`config.mk`:
```
export PLATFORM = sky130hd
export DESIGN_NAME = iob_uart_txbuf
export DESIGN_NICKNAME = d
export VERILOG_FILES = /design/src/rtl/iob_uart_txbuf.sv
export SDC_FILE = /design/constraint.sdc
export NUM_CORES = 1
export LEC_CHECK = 0
export ABC_AREA = 1
export CORE_ASPECT_RATIO = 0.5
export CORE_MARGIN = 2
export CORE_UTILIZATION = 55
export CTS_CLUSTER_DIAMETER = 120
export DETAILED_ROUTE_END_ITERATION = 16
export PLACE_DENSITY = 0.76
export SYNTH_ARGS = -nofsm -noshare
export SYNTH_HDL_FRONTEND = slang
export SYNTH_SLANG_ARGS = --single-unit
```
`constraint.sdc`:
```
create_clock -name clk -period 6.7 [get_ports clk]
set_input_delay 2.01 -clock clk [delete_from_list [all_inputs] [get_ports clk]]
set_output_delay 2.01 -clock clk [all_outputs]
set_load 0.02 [all_outputs]
```
`src/rtl/iob_uart_txbuf.sv`:
```
// rtl/iob_uart_txbuf.sv - byte FIFO that drains into the UART by polling write-wait, then writing data
// Optional sticky overflow flag is built when UART_TXBUF_OVF_EN is defined.

`ifndef UART_ADDR_W
`define UART_ADDR_W 3
`endif
`ifndef UART_WRITE_WAIT
`define UART_WRITE_WAIT 1
`endif
`ifndef UART_DATA
`define UART_DATA 2
`endif

module iob_uart_txbuf #(
  parameter int                DEPTH_LOG2 = 4,
  parameter int                ADDR_W     = `UART_ADDR_W,
  parameter logic [ADDR_W-1:0] WAIT_ADDR  = ADDR_W'(`UART_WRITE_WAIT),
  parameter logic [ADDR_W-1:0] DATA_ADDR  = ADDR_W'(`UART_DATA)
) (
  input  logic                  clk,
  input  logic                  rst,
  input  logic                  s_valid,
  input  logic [7:0]            s_data,
  output logic                  s_ready,
  output logic [DEPTH_LOG2:0]   level,
  output logic                  busy,
  output logic                  m_valid,
  output logic [ADDR_W-1:0]     m_address,
  output logic [7:0]            m_wdata,
  output logic                  m_wstrb,
  input  logic [31:0]           m_rdata,
  input  logic                  m_ready,
  output logic                  ovf,
  input  logic                  ovf_clr
);

  localparam int                  DEPTH      = 2 ** DEPTH_LOG2;
  localparam logic [DEPTH_LOG2:0] FULL_LEVEL = (DEPTH_LOG2 + 1)'(DEPTH);

  typedef enum logic [2:0] {IDLE, POLL, WAIT_RD, WRITE, WAIT_WR} state_t;

  state_t                state, state_nxt;
  logic [7:0]            mem [DEPTH];
  logic [DEPTH_LOG2-1:0] wr_ptr, rd_ptr;
  logic                  push, pop;
  logic                  m_valid_nxt, m_wstrb_nxt;
  logic [ADDR_W-1:0]     m_address_nxt;
  logic [7:0]            m_wdata_nxt;

  assign s_ready = (level != FULL_LEVEL);
  assign push    = s_valid & s_ready;
  assign pop     = (state == WAIT_WR) & m_ready;
  assign busy    = (level != '0) | (state != IDLE);

  always_ff @(posedge clk) begin
    if (push) mem[wr_ptr] <= s_data;
  end

  always_ff @(posedge clk or posedge rst) begin
    if (rst) begin
      wr_ptr <= '0;
      rd_ptr <= '0;
      level  <= '0;
    end else begin
      if (push) wr_ptr <= wr_ptr + 1'b1;
      if (pop)  rd_ptr <= rd_ptr + 1'b1;
      case ({push, pop})
        2'b10:   level <= level + 1'b1;
        2'b01:   level <= level - 1'b1;
        default: ;
      endcase
    end
  end

  // State register; the UART-side outputs are registered alongside it.
  always_ff @(posedge clk or posedge rst) begin
    if (rst) begin
      state     <= IDLE;
      m_valid   <= 1'b0;
      m_address <= '0;
      m_wdata   <= '0;
      m_wstrb   <= 1'b0;
    end else begin
      state     <= state_nxt;
      m_valid   <= m_valid_nxt;
      m_address <= m_address_nxt;
      m_wdata   <= m_wdata_nxt;
      m_wstrb   <= m_wstrb_nxt;
    end
  end

  always_comb begin
    state_nxt = state;
    case (state)
      IDLE:    if (level != '0) state_nxt = POLL;
      POLL:    state_nxt = WAIT_RD;
      WAIT_RD: if (m_ready) state_nxt = m_rdata[0] ? POLL : WRITE;
      WRITE:   state_nxt = WAIT_WR;
      WAIT_WR: if (m_ready) state_nxt = IDLE;
      default: state_nxt = IDLE;
    endcase
  end

  // Requests are keyed on the state being entered so m_valid lines up with POLL/WRITE.
  always_comb begin
    m_valid_nxt   = 1'b0;
    m_address_nxt = m_address;
    m_wstrb_nxt   = m_wstrb;
    m_wdata_nxt   = m_wdata;
    case (state_nxt)
      POLL: begin
        m_valid_nxt   = 1'b1;
        m_address_nxt = WAIT_ADDR;
        m_wstrb_nxt   = 1'b0;
      end
      WRITE: begin
        m_valid_nxt   = 1'b1;
        m_address_nxt = DATA_ADDR;
        m_wstrb_nxt   = 1'b1;
        m_wdata_nxt   = mem[rd_ptr];
      end
      default: ;
    endcase
  end

`ifdef UART_TXBUF_OVF_EN
  always_ff @(posedge clk or posedge rst) begin
    if (rst)                    ovf <= 1'b0;
    else if (s_valid & ~s_ready) ovf <= 1'b1;
    else if (ovf_clr)            ovf <= 1'b0;
  end
`else
  assign ovf = 1'b0;
  logic unused_ovf_clr;
  assign unused_ovf_clr = ovf_clr;
`endif

  logic unused_rdata;
  assign unused_rdata = ^m_rdata[31:1];

endmodule

```
==> impl_metrics.csv, run 1 <==
group,metric,value,unit
synth,synth_compound_area_frac,0.006495,
global_route,antenna_found_initial,0,
synth,netlist_top_cells_area,"edfxtp_1 (55%), nand2_1 (12%), dfrtp_1 (9.7%)",
cells_and_area,areaGrowthSynthToFinish,16.29,%
clock_network,clk_path_buf_depth,2,
synth,async_flop_share,0.1742,
clock_network,cts.sinks,155,
worst_setup_path,endpoint,"busy",
sta,layout_setup_ws,2900,ps
synth,synth-warning-count,0,
sta,min_period,3800,ps
sta,rsz0062_at_grt,"no",
floorplan,die_area,0.01358,mm²
placement,place_ws,2514,ps
synth,synth-simple-area-share,0.2217,
synth,yosys.area.top_type,"edfxtp_1",
global_route,overflow,0,
floorplan,io_pins,66,
worst_setup_path,regToRegStartpoint,"rd_ptr[2]",
floorplan,die-height,83.41,µm
global_route,grt_usage,0.2577,
placement,io_buffers,31,
min_path,hold_depth,1,
power_and_ir_drop,p_per_area,454.7,mW/mm²
clock_network,cts_resized,0,
sta,hold_slack,477.7,ps
worst_setup_path,startpoint,"level[0]",
global_route,grt_pass1_wl,25.93,mm
worst_setup_path,cpPeakStageDelay,540,ps
power_and_ir_drop,combPwrFrac,0.339,
power_and_ir_drop,internal-power,0.002318,W
detailed_routing,drc,0,
synth,synthFlopType,"edfxtp_1",
worst_setup_path,endpoint_kind,"primary output",
sta,fin_crit_sh,0.5672,
power_and_ir_drop,p_leak,3.580,nW
sta,fin_worst_skew,9.315,ps
power_and_ir_drop,total_power,0.003667,W
run_status,status,"finished clean",
sta,report.final.slew_viol_count,0,
detailed_routing,vias,4961,
sta,slew_headroom,0.2493,
clock_network,cts-root-buf,"clkbuf_16",
clock_network,cts.clk_slew.worst_paths,60,ps
placement,routabilityCongestion,0.8217,
clock_network,cts_hold_buf,0,
synth,synthAdderAreaFrac,0.01443,
synth,syn_inst,698,
clock_network,cts_setup_buffers,0,
worst_setup_path,crit_buf_inv,2,
detailed_routing,wl,16.37,mm
worst_setup_path,cp_slowest_cell,"clkdlybuf4s50_1",
sta,setup_viol,0,
synth,synth_top_family_by_area,"simple AND/OR/NAND/NOR gates",
power_and_ir_drop,seqPwrFrac,0.362,
detailed_routing,postRouteAntennaNets,0,
worst_setup_path,worstSetupPathType,"reg -> out",
floorplan,fp.dieW,162.8,µm
worst_setup_path,startpoint_type,"flop",
worst_setup_path,regToRegSetupSlack,4020,ps
synth,yosys_register_bits,155,
synth,syn_area_per_cell,9.936,µm²
cells_and_area,diodes,0,
worst_setup_path,crit_family,"buffers and inverters",
floorplan,start_util,0.5755,
synth,syn-cell-area,0.006935,mm²
sta,max_freq,263.2,MHz
worst_setup_path,cp_cell_sequence,"nor2_1, nand3_2, inv_2, nand4_1, clkdlybuf4s50_1",
clock_network,tritoncts,"done",
floorplan,rows,28,
floorplan,core,0.01205,mm²
worst_setup_path,r2r-end,"m_wdata[6]",
detailed_routing,wl_per_cell,17.97,µm
job,drv_cap,0,
global_route,use_met1,0.3362,
detailed_routing,drt-initial-drc-count,542,
detailed_routing,viasPerCell,5.446,
sta,tns,0,ps
clock_network,clk_latency,420,ps
clock_network,cts_buffers,17,
cells_and_area,drive_gt1_frac,0.07507,
synth,synth-edff-count,128,
worst_setup_path,path_max_fanout,5,
clock_network,cts.htree.levels,4,
detailed_routing,dr.pass1.iters,6,
global_route,first_global_vias,4979,
power_and_ir_drop,p_switching,0.001349,W
synth,ys_types,26,
worst_setup_path,required,4690,ps
sta,worstMarginPinSlew,1125,ps
worst_setup_path,rr_worst_depth,6,
cells_and_area,finalNetCount,786,
synth,synthXorXnorAreaFrac,0.01137,
global_route,top_usage_layer,"met2",
sta,hold_viol_final,0,
power_and_ir_drop,clock_power_share,0.299,
worst_setup_path,arrival,1790,ps
global_route,grt_util_met3,0.06743,
global_route,met2_usage,0.4172,
synth,yosysMostFrequentCell,"nand2_1",
synth,yosysTopAreaCellShare,0.5542,
synth,synth_commonest_cells,"nand2_1 (221), edfxtp_1 (128), inv_1 (122)",
synth,seq_area_frac_synth,0.6516,
worst_setup_path,crit_cells,5,
placement,dpl.hpwl,9.516,mm
min_path,min_path_type,"reg -> reg",
power_and_ir_drop,p_sw_frac,0.3678,
power_and_ir_drop,irDropWorstVdd,0.3265,mV
synth,synthMuxAreaShare,0,
placement,place_area,0.007391,mm²
cells_and_area,final_area,0.008065,mm²
global_route,grt_max_degree,67,
[cell usage in the layout, fill, tap and decap left out, types with 5 or more instances in the layout]
master and n:
nand3_1 104, dfrtp_1 26, edfxtp_1 128, ha_1 8
clkdlybuf4s50_1 31, clkbuf_16 17, nor3_1 10, inv_1 122
bufinv_16 6, buf_4 13, xor2_1 7, nor2_1 14
o21ai_0 5, nand2_1 221
[cells by family after synthesis]
family / after synthesis
and+or+nand+nor: 361
other: 1
buffers and inverters: 156
AOI/OAI and AO/OA: 8
DFF: 155
adders and majority gates: 8
xor gates and xnor gates: 9
[worst min-delay path by stage]
stage,start,to,slack (ps)
after floorplan,state[2],state[2],440
after global placement,state[2],state[2],450
after detailed placement,state[2],state[2],460
after CTS,state[2],state[2],470
after global routing,state[2],state[2],480
final,state[2],state[2],480
[power groups by stage]
| stage | sequential [W] | combinational (W) | clock [W] |
|---|---|---|---|
| 6_report | 0.00133 | 0.00124 | 0.00109 |
| 5_1_grt | 0.00134 | 0.00138 | 0.00114 |
| 4_1_cts | 0.00132 | 0.00124 | 0.00110 |
| 3_5_place_dp | 0.00133 | 0.00123 | 0 |
| 3_3_place_gp | 0.00133 | 0.00119 | 0 |
| 2_1_floorplan | 0.00134 | 0.000820 | 0 |
[flip-flops by register name (all words and copies together), names as in the netlist]
register and flops:
mem 128, wr_ptr 4, m_address 2, m_valid 1, state 3, rd_ptr 4, m_wdata 8, level 5
[per-layer routing]
layer | wire length [µm] | up-vias
met1 | 6621 | 2372
li1 | - | 2301
met2 | 7855 | 239
met3 | 1485 | 49
met5 | 0 | -
met4 | 412 | 0
[cell type report]
class	instances	area (µm²)
clock buffers	20	456.7
clock inverters	12	217.7
fillers	880	3986
inverters	127	476.7
multi-input cells	388	1779
flip-flops and latches	155	4521
well taps	165	206.4
repair buffers	44	407.9
[per-stage QoR]
step / util / std cells
2_1_floorplan: - / 699
3_3_place_gp: 0.6133 / 879
3_5_place_dp: 0.6133 / 879
4_1_cts: 0.6692 / 911
5_1_grt: 0.6692 / 911
6_report: 0.6692 / 911
No activity file was read; power rests on OpenSTA's default activity.
==> inputs of run 2 (changes only) <==
--- a/config.mk
+++ b/config.mk
@@ -8,10 +8,10 @@
 export ABC_AREA = 1
 export CORE_ASPECT_RATIO = 0.5
 export CORE_MARGIN = 2
-export CORE_UTILIZATION = 55
+export CORE_UTILIZATION = 52
 export CTS_CLUSTER_DIAMETER = 120
 export DETAILED_ROUTE_END_ITERATION = 16
-export PLACE_DENSITY = 0.76
+export PLACE_DENSITY = 0.75
 export SYNTH_ARGS = -nofsm -noshare
 export SYNTH_HDL_FRONTEND = slang
 export SYNTH_SLANG_ARGS = --single-unit
==> constraint.sdc (replaced) <==
create_clock -name clk -period 3.3 [get_ports clk]
set_input_delay 0.99 -clock clk [delete_from_list [all_inputs] [get_ports clk]]
set_output_delay 0.99 -clock clk [all_outputs]
set_load 0.02 [all_outputs]
==> run 2 against run 1 <==
Compared with the run above: the run now ends with design-rule violations left; final cell count rose by 1.9%; largest cell class unchanged; via count fell by 0.16%; critical endpoint unchanged; highest routed layer unchanged; global-route usage fell by 1.8 points.
==> impl_metrics.csv, run 2 (synthesized netlist as in run 1, its figures left out) <==
group,metric,value,unit
floorplan,start_util,0.5399,
global_route,first_global_vias,4883,
cells_and_area,drive_gt1_frac,0.08311,
floorplan,fp.dieW,167.3,µm
detailed_routing,drt-initial-drc-count,531,
cells_and_area,final_area,0.008064,mm²
detailed_routing,vias,4953,
detailed_routing,wl_per_cell,17.31,µm
sta,layout_setup_ws,540.3,ps
global_route,antenna_found_initial,0,
sta,tns,0,ps
placement,place_ws,186.4,ps
sta,hold_viol_final,0,
clock_network,cts.sinks,155,
worst_setup_path,startpoint_type,"flop",
sta,report.final.slew_viol_count,0,
placement,routabilityCongestion,0.9048,
worst_setup_path,regToRegStartpoint,"state[1]",
worst_setup_path,cp_cell_sequence,"nor2_1, nand3_2, inv_2, nand4_1, clkdlybuf4s50_1",
placement,place_area,0.007477,mm²
placement,dpl.hpwl,9.954,mm
clock_network,tritoncts,"done",
worst_setup_path,startpoint,"level[2]",
clock_network,cts_setup_buffers,0,
cells_and_area,areaGrowthSynthToFinish,16.27,%
power_and_ir_drop,total_power,0.007232,W
clock_network,cts.clk_slew.worst_paths,60,ps
global_route,top_usage_layer,"met2",
run_status,violations,"design-rule violations",
power_and_ir_drop,irDropWorstVdd,0.6557,mV
floorplan,core,0.01284,mm²
floorplan,io_pins,66,
detailed_routing,dr.pass1.iters,11,
clock_network,cts_resized,0,
clock_network,clk_path_buf_depth,2,
worst_setup_path,path_max_fanout,5,
power_and_ir_drop,p_per_area,896.9,mW/mm²
detailed_routing,postRouteAntennaNets,0,
sta,setup_viol,0,
worst_setup_path,required,2310,ps
sta,fin_crit_sh,0.8363,
worst_setup_path,arrival,1770,ps
worst_setup_path,cp_slowest_cell,"clkdlybuf4s50_1",
floorplan,rows,29,
cells_and_area,final_common_cell,"nand2_1",
worst_setup_path,crit_cells,5,
cells_and_area,reg.largest.list,"mem x128, m_wdata x8, level x5",
clock_network,cts_hold_buf,0,
cells_and_area,diodes,0,
floorplan,die_area,0.01433,mm²
min_path,hold_depth,1,
worst_setup_path,regToRegSetupSlack,890,ps
detailed_routing,drc,1,
clock_network,cts-root-buf,"clkbuf_16",
clock_network,cts_buffers,17,
cells_and_area,layout_common_cells,"nand2_1 (221), edfxtp_1 (128), inv_1 (122)",
run_status,status,"finished, violations left",
global_route,use_met1,0.3202,
global_route,met2_usage,0.3893,
cells_and_area,finalNetCount,798,
global_route,overflow,0,
worst_setup_path,r2r-end,"level[4]",
floorplan,die-height,85.66,µm
worst_setup_path,crit_buf_inv,2,
worst_setup_path,crit_family,"buffers and inverters",
clock_network,clk_latency,420,ps
min_path,min_from,"state[2]",
clock_network,cts.htree.levels,4,
placement,io_buffers,31,
power_and_ir_drop,p_leak,3.609,nW
sta,worstMarginPinSlew,766.7,ps
sta,fin_worst_skew,7.614,ps
sta,min_period,2760,ps
worst_setup_path,rr_worst_depth,14,
worst_setup_path,endpoint_kind,"primary output",
sta,max_freq,362.4,MHz
sta,rsz0062_at_grt,"no",
detailed_routing,wl,16.07,mm
global_route,grt_max_degree,67,
sta,hold_slack,488.5,ps
min_path,holdPathEnd,"state[2]",
global_route,grt_usage,0.2400,
global_route,grt_util_met3,0.04938,
job,drv_cap,0,
detailed_routing,viasPerCell,5.337,
cells_and_area,largest_reg_flops,128,
global_route,grt_pass1_wl,25.73,mm
sta,slew_headroom,0.4889,
min_path,min_path_type,"reg -> reg",
worst_setup_path,cpPeakStageDelay,540,ps
worst_setup_path,worstSetupPathType,"reg -> out",
cells_and_area,top_register,"mem",
==> run 2: changes by cell type in the layout (fill, tap and decap cells not counted), sizes merged <==
cell	delta
buf	+12
clkbuf	+7
bufinv	-5
clkinvlp	-2
clkinv	-1
inv	+1
==> run 2: routing by layer <==
metal,part of all wire,up-vias
met4,0.029,0
met3,0.088,38
met5,0,-
met1,0.42,2352
li1,-,2321
met2,0.46,242
==> run 2: report_power, final <==
part | switching [W] | total, W | leakage [nW] | internal (W)
sequential | 0.000194 | 0.00264 | 1.48 | 0.00245
combinational | 0.00183 | 0.00267 | 1.83 | 0.000839
clock | 0.000733 | 0.00192 | 0.292 | 0.00119
total | 0.00276 | 0.00723 | 3.61 | 0.00447
==> run 2: worst max path at each step <==
stage,end
final,busy
after global routing,level[4]
after CTS,busy
after detailed placement,level[4]
after global placement,level[4]
after floorplan,level[4]
==> run 2: layout make-up <==
| cell class | count | area (µm²) |
|---|---|---|
| flip-flops and latches | 155 | 4521 |
| multi-input cells | 388 | 1769 |
| clock inverters | 5 | 51.30 |
| repair buffers | 56 | 498.0 |
| fillers | 987 | 4781 |
| well taps | 170 | 212.7 |
| clock buffers | 27 | 535.5 |
| inverters | 127 | 476.7 |
==> run 2: worst reg2reg max path: stages, from the launching register on <==
cell and delay [ps]:
dfrtp_1 410, or2_1 250, nor2_1 130, nand2_1 130, inv_2 110, ha_1 250, xor2_1 250, ha_1 200
nor2_1 60, nor2_1 170, nand2_1 70, nand2_1 70, nand3_1 70, nand2_1 70, nand2_1 50
==> run 2: through the flow <==
stage	util	std cells
2_1_floorplan	-	699
3_3_place_gp	0.5821	896
3_5_place_dp	0.5821	896
4_1_cts	0.6278	928
5_1_grt	0.6278	928
6_report	0.6278	928
